<file path="src/rtl/imm_encoder.sv">
// imm_encoder: scatters a 32-bit immediate into the immediate fields of a base instruction word,
// flagging values that would not decode back unchanged. Optional macro: IMM_ENC_ERR_CNT_EN (err_cnt).
module imm_encoder #(
    parameter int CNT_W = 16
) (
    input  logic             clk,
    input  logic             reset_n,
    input  logic             in_valid,
    output logic             in_ready,
    input  logic [31:0]      base_inst,
    input  logic [31:0]      imm,
    input  logic [3:0]       imm_sel,
    output logic             out_valid,
    input  logic             out_ready,
    output logic [31:0]      out_inst,
    output logic             out_err
`ifdef IMM_ENC_ERR_CNT_EN
    ,
    output logic [CNT_W-1:0] err_cnt
`endif
);

    localparam logic [2:0] IMM_TYPE1 = 3'd1;
    localparam logic [2:0] IMM_TYPE2 = 3'd2;
    localparam logic [2:0] IMM_TYPE3 = 3'd3;
    localparam logic [2:0] IMM_TYPE4 = 3'd4;
    localparam logic [2:0] IMM_TYPE5 = 3'd5;
    localparam logic [2:0] IMM_TYPE6 = 3'd6;

    logic        r_s1Valid;
    logic [31:0] r_s1Base;
    logic [31:0] r_s1Imm;
    logic [3:0]  r_s1Sel;
    logic        r_s2Valid;
    logic [31:0] r_outInst;
    logic        r_outErr;

    logic        w_accept;
    logic        w_s1Move;
    logic        w_fits12s;
    logic        w_fits13s;
    logic        w_fits21s;
    logic [31:0] w_encInst;
    logic        w_encErr;

    // S1 may advance whenever S2 is empty or is being drained this cycle.
    assign w_s1Move  = r_s1Valid && (!r_s2Valid || out_ready);
    assign in_ready  = !r_s1Valid || !r_s2Valid || out_ready;
    assign w_accept  = in_valid && in_ready;

    assign out_valid = r_s2Valid;
    assign out_inst  = r_outInst;
    assign out_err   = r_outErr;

    // Signed-range checks: the bits above the field's sign bit must all replicate it.
    assign w_fits12s = (r_s1Imm[31:11] == {21{r_s1Imm[11]}});
    assign w_fits13s = (r_s1Imm[31:12] == {20{r_s1Imm[12]}});
    assign w_fits21s = (r_s1Imm[31:20] == {12{r_s1Imm[20]}});

    always_comb begin
        w_encInst = r_s1Base;
        w_encErr  = 1'b0;
        case (r_s1Sel[2:0])
            IMM_TYPE1: begin
                w_encInst[31:12] = r_s1Imm[31:12];
                w_encErr         = |r_s1Imm[11:0];
            end
            IMM_TYPE2: begin
                if (r_s1Sel[3]) begin
                    w_encInst[31:12] = r_s1Imm[20:1];
                    w_encErr         = r_s1Imm[0] || (|r_s1Imm[31:21]);
                end else begin
                    w_encInst[31]    = r_s1Imm[20];
                    w_encInst[30:21] = r_s1Imm[10:1];
                    w_encInst[20]    = r_s1Imm[11];
                    w_encInst[19:12] = r_s1Imm[19:12];
                    w_encErr         = r_s1Imm[0] || !w_fits21s;
                end
            end
            IMM_TYPE3: begin
                w_encInst[31:20] = r_s1Imm[11:0];
                w_encErr         = r_s1Sel[3] ? (|r_s1Imm[31:12]) : !w_fits12s;
            end
            IMM_TYPE4: begin
                w_encInst[31]    = r_s1Imm[12];
                w_encInst[7]     = r_s1Imm[11];
                w_encInst[30:25] = r_s1Imm[10:5];
                w_encInst[11:8]  = r_s1Imm[4:1];
                w_encErr         = r_s1Imm[0] || (r_s1Sel[3] ? (|r_s1Imm[31:13]) : !w_fits13s);
            end
            IMM_TYPE5: begin
                w_encInst[31:25] = r_s1Imm[11:5];
                w_encInst[11:7]  = r_s1Imm[4:0];
                w_encErr         = r_s1Sel[3] ? (|r_s1Imm[31:12]) : !w_fits12s;
            end
            IMM_TYPE6: begin
                w_encInst[29:25] = r_s1Imm[4:0];
                w_encErr         = |r_s1Imm[31:5];
            end
            default: begin
                w_encErr = 1'b1;
            end
        endcase
    end

    always_ff @(posedge clk or negedge reset_n) begin
        if (!reset_n) begin
            r_s1Valid <= 1'b0;
            r_s1Base  <= '0;
            r_s1Imm   <= '0;
            r_s1Sel   <= '0;
        end else if (w_accept) begin
            r_s1Valid <= 1'b1;
            r_s1Base  <= base_inst;
            r_s1Imm   <= imm;
            r_s1Sel   <= imm_sel;
        end else if (w_s1Move) begin
            r_s1Valid <= 1'b0;
        end
    end

    // S2 holds its beat untouched until the consumer takes it.
    always_ff @(posedge clk or negedge reset_n) begin
        if (!reset_n) begin
            r_s2Valid <= 1'b0;
            r_outInst <= '0;
            r_outErr  <= 1'b0;
        end else if (w_s1Move) begin
            r_s2Valid <= 1'b1;
            r_outInst <= w_encInst;
            r_outErr  <= w_encErr;
        end else if (out_ready) begin
            r_s2Valid <= 1'b0;
        end
    end

`ifdef IMM_ENC_ERR_CNT_EN
    logic [CNT_W-1:0] r_errCnt;

    always_ff @(posedge clk or negedge reset_n) begin
        if (!reset_n) begin
            r_errCnt <= '0;
        end else if (r_s2Valid && out_ready && r_outErr && (r_errCnt != {CNT_W{1'b1}})) begin
            r_errCnt <= r_errCnt + {{(CNT_W-1){1'b0}}, 1'b1};
        end
    end

    assign err_cnt = r_errCnt;
`endif

endmodule

</file>
<file path="config.mk">
export PLATFORM = sky130hd
export DESIGN_NAME = imm_encoder
export DESIGN_NICKNAME = d
export VERILOG_FILES = /design/src/rtl/imm_encoder.sv
export SDC_FILE = /design/constraint.sdc
export NUM_CORES = 1
export LEC_CHECK = 0
export ABC_AREA = 1
export CAP_MARGIN = 20
export CORE_AREA = 2 2 103 105
export CTS_CLUSTER_DIAMETER = 200
export DETAILED_ROUTE_END_ITERATION = 16
export DIE_AREA = 0 0 105 107
export PLACE_DENSITY = 0.78
export SYNTH_ARGS = -nofsm -noshare
export SYNTH_HDL_FRONTEND = slang
export SYNTH_SLANG_ARGS = --single-unit
</file>
<file path="constraint.sdc">
create_clock -name clk -period 2 [get_ports clk]
set_clock_uncertainty 0.1 [all_clocks]
set_input_delay 0.4 -clock clk [delete_from_list [all_inputs] [get_ports clk]]
set_output_delay 0.4 -clock clk [all_outputs]
set_load 0.03 [all_outputs]
</file>
# Yosys cells after proc, flatten, opt, wreduce, memory -nomap -nowiden
# Cells that the tools add are included.
# Widths: inputs -> output; s select.
# word_totals
in_bits,72
register_bits,103
word_cells,52
out_inout_bits,35
# op_classes
reduce_logical,22
n_eq_ne,9
mux,14
# ops
operator,count
$reduce_or 27->1,1
$eq 20x20->1,1
$pmux 5 s4,1
$reduce_or 20->1,1
$eq 19x19->1,1
$mux 19,1
$reduce_or 19->1,1
$pmux 8 s2,1
$pmux 5 s3,1
$reduce_or 12->1,1
$eq 11x11->1,1
$reduce_or 11->1,1
$pmux 5 s2,1
$eq 3x3->1 const B,3
$pmux 2 s4,1
$mux 1,7
$eq 3x2->1 const B,2
$logic_or 1x1->1,6
$logic_not 1->1,5
$pmux 1 s5,1
$reduce_bool 2->1,2
$eq 3x1->1 const B,1
$reduce_or 3->1,1
$logic_and 1x1->1,2
$reduce_or 2->1,1

# Logic depth before layout (Yosys ltp)
# depth
depth_word,5
mapped_depth,11
ltp_nobuf,11

# Least setup slack after synthesis
# OpenSTA, ideal clock, no wires.
# synth_path
kind,reg2reg
start,"register r_s2Valid, in the netlist out_valid"
end,register r_s1Base[0]
t_arrival_ns,1.831
setup_slack_ns,-0.056
stages_incl_launch_ff,5
t_required_ns,1.775
cell_sequence,dfrtp_1 > nand3_1 > nand2_1 > buf_2 > mux2_2
# synth_between
elab_chain_cells,4
# synth_rtl
element,line_no,text
"start, declared",34,logic r_s2Valid;
"start signal, assigned",125,r_s2Valid <= 1'b0;
"start signal, assigned",129,r_s2Valid <= 1'b1;
"start signal, assigned",133,r_s2Valid <= 1'b0;
$logic_not 1->1,48,assign in_ready = !r_s1Valid || !r_s2Valid || out_ready;
$logic_or 1x1->1 (2 in a row),48,
named net in_ready,9,"output logic in_ready,"
$logic_and 1x1->1,49,assign w_accept = in_valid && in_ready;
"end signal, assigned",114,r_s1Base <= base_inst;
"end, declared",31,logic [31:0] r_s1Base;
# The timed path passes the listed nets, and every way through them passes these cells.
# A chain may end at the register's enable or synchronous reset.

# Worst setup path after layout
# layout_path
start,"register r_outInst[2], in the netlist out_inst[2]"
end,output port out_inst[2]
# layout_lines
element,line_no,text
"start, declared",35,logic [31:0] r_outInst;
"start signal, assigned",130,r_outInst <= w_encInst;
"end, declared",15,"output logic [31:0] out_inst,"
# No word-level cell between the ends.

==> impl_metrics.py <==
metrics = {
    "worst_hold_path": {
        "hp-start": "out_inst[1]$_DFFE_PN0P_",
        "hold_depth": 2,
        "hp-class": "flip-flop to flip-flop",
        "min_to": "out_inst[1]$_DFFE_PN0P_",
    },
    "sta": {
        "fin_crit_ns": 1.958,
        "rsz0062_at_grt": "no",
        "max_freq_mhz": 510.8,
        "worst_pin_slew_ns": 0.4944,
        "setup_slack_ns": 0.04243,
        "slew_violations": 0,
        "fin_tns_setup_ns": 0,
        "period_share": 0.9788,
        "hold_viol_final": 0,
        "finalSetupViolations": 0,
        "slew_headroom": 0.6704,
    },
    "setup_path": {
        "reg2reg_from": "r_s1Sel[0]$_DFFE_PN0P_",
        "cp_slowest_cell": "clkdlybuf4s50_1",
        "crit_fanout": 2,
        "worstPathRequired_ns": 1.50,
        "crit_cells": 1,
        "critPathMaxStageDelay_ns": 0.69,
        "crit_family": "buffers and inverters",
        "reg2reg_to": "out_inst[30]$_DFFE_PN0P_",
        "reg2regPathDepth": 9,
        "end_kind": "output pin",
        "worstPathCellList": "clkdlybuf4s50_1",
        "startpoint_type": "flip-flop",
        "critPathArrivalTime_ns": 1.46,
        "critPathKind": "flip-flop to output pin",
        "r2r_slack_ns": 0.13,
        "path_buf_inv": 1,
    },
    "clock_network": {
        "ctsLongestPathBuffers": 2,
        "cts_tree": "built",
        "cts.clk_slew.worst_paths_ns": 0.10,
        "cts_buffers": 9,
        "clock-sinks": 103,
        "h-tree-depth": 3,
        "clock_latency_ns": 0.39,
        "cts-root-buf": "clkbuf_8",
    },
    "place": {
        "place_congestion": 0.9125,
        "hpwl_um": 10990,
        "dpl_worst_slack_ns": 0.03295,
        "numPortBuffers": 106,
    },
    "logic_synthesis": {
        "synth_edf_count": 0,
        "synth.distinct_cells": 36,
        "synth-warning-count": 0,
        "syn_area_per_cell_sq_um": 8.739,
        "yosysSeqAreaShare": 0.5138,
        "ys_top_cells_by_area": "dfrtp_1 51%, nand2_1 8.8%, mux2_2 8.3%",
        "synth_top_area_frac": 0.5138,
        "synth_nets": 649,
        "synthCells": 574,
        "synth_top_area_cell": "dfrtp_1",
        "ys.flop_type": "dfrtp_1",
        "synth_commonest_cells": "118 x nand2_1, 103 x dfrtp_1, 99 x nor2_1",
        "synthArstFlopShare": 1.000,
        "synth.most_common_cell": "nand2_1",
        "ys_ff_latch": 103,
        "syn_area_sq_um": 5016,
    },
    "routing": {
        "vias_per_cell": 5.285,
        "wl_um": 14130,
        "wire_per_inst_um": 16.76,
        "dr.pass1.iters": 5,
        "num_vias": 4455,
        "antenna_left": 0,
        "drc": 0,
        "drt_iter0_drc": 334,
    },
    "global_routing": {
        "grt_usage": 0.2635,
        "grt_pass1_vias": 4496,
        "grt.overflow.total": 0,
        "grt_pass1_wl_um": 23070,
        "grt_max_degree": 37,
        "antenna_found_initial": 1,
    },
    "cells_and_area": {
        "drive_above_1_share": 0.1530,
        "n_fill_cell": 871,
        "areaGrowthSynthToFinish_pct": 33.70,
        "layout.nets": 776,
    },
    "floorplanning": {
        "core_area_sq_um": 10090,
        "start_util": 0.4970,
        "rows": 37,
        "die-area_sq_um": 11240,
        "ios": 107,
        "die_h_um": 107,
        "die_x_um": 105,
    },
    "power": {
        "power.ir.vdd_worst_v": 0.0005873,
        "p_leak_uw": 0.003002,
        "p_per_area_nw_per_um2": 1015,
    },
    "status": {
        "status": "finished, final reports clean",
    },
    "run": {
        "drv_cap": 0,
    },
}
cells by family (layout without fill, tap and decap cells):
| kind of cell | Yosys count | after routing | synth area share |
|---|---|---|---|
| adders and majority gates | 3 | 3 | 0.007484 |
| AOI/OAI and AO/OA | 103 | 103 | 0.1162 |
| buffers and inverters | 67 | 199 | 0.05462 |
| DFF | 103 | 103 | 0.5138 |
| muxes | 37 | 37 | 0.08306 |
| other | 0 | 1 | 0 |
| and+or+nand+nor | 261 | 261 | 0.2247 |
cells in the final DEF, fill, tap and decap left out, drive strengths merged, types with 4 or more instances in the layout:
cell type,instances
nand2,120
dfrtp,103
nor2,102
clkdlybuf4s50,100
inv,49
a21oi,47
mux2,37
o21ai,35
buf,30
nand3,21
nor3,14
clkbuf,9
a31oi,6
o211ai,5
clkinv,4
flip-flops by register name (all words and copies together) (netlist names):
| name | flops |
|---|---|
| out_inst | 32 |
| r_s1Base | 32 |
| r_s1Imm | 32 |
| r_s1Sel | 4 |
| out_err | 1 |
| out_valid | 1 |
| r_s1Valid | 1 |
how the worst max path moves through the flow:
stage	start	endpoint
after floorplan	out_valid$_DFFE_PN0P_	r_s1Base[0]$_DFFE_PN0P_
after global placement	out_ready	out_err$_DFFE_PN0P_
after detailed placement	out_ready	out_inst[12]$_DFFE_PN0P_
after CTS	out_err$_DFFE_PN0P_	out_err
after global routing	out_inst[8]$_DFFE_PN0P_	out_inst[8]
final	out_inst[2]$_DFFE_PN0P_	out_inst[2]
routing by layer:
metal  vias up  track usage  wire length (um)
met5         -            0                 0
met4         0      0.08952               271
met3        24      0.05228               852
met2       146       0.4309              6704
met1      2135       0.3528              6297
li1       2150            -                 -
metrics by stage:
stage	cell area, sq um	cells	util	hold slack [ns]	total power [uW]
after detailed placement	6472	825	0.6413	0.2914	5447
after global routing	6704	842	0.6643	0.4103	7174
after floorplan	5021	574	-	0.004409	4263
final	6706	843	0.6645	0.3847	6804
after global placement	6472	825	0.6413	0.2890	5407
after CTS	6693	842	0.6632	0.3888	6834
area by class of cell:
class	instances	area, sq um	area share
antenna	1	2.502	0.0003731
tap	136	170.2	0.02537
multi-input combinational	404	2177	0.3246
timing repair buffer	135	1383	0.2062
clock buffer	9	123.9	0.01847
inverter	48	183.9	0.02743
clock inverter	7	87.58	0.01306
sequential	103	2579	0.3845
tightest hold or removal path: stages (launching register included):
cell and delay, ns:
dfrtp_1 0.36, nand2_1 0.05, nand2_1 0.05
power by group:
part | switching (uW) | leakage (uW) | internal, uW
Sequential | 366 | 0.00119 | 2530
Combinational | 1430 | 0.00171 | 1080
Clock | 794 | 0.000105 | 605
Total | 2590 | 0.00300 | 4210
repair_timing:
action / CTS / global route
pin swaps: 0 / 0
resized for setup: 1 / 5
hold endpoints to repair: 33 / 0
setup endpoints to repair: 1 / 4
buffers inserted: 0 / 0
hold buffers: 1 / 0
Power figures use the tool's default switching activity.
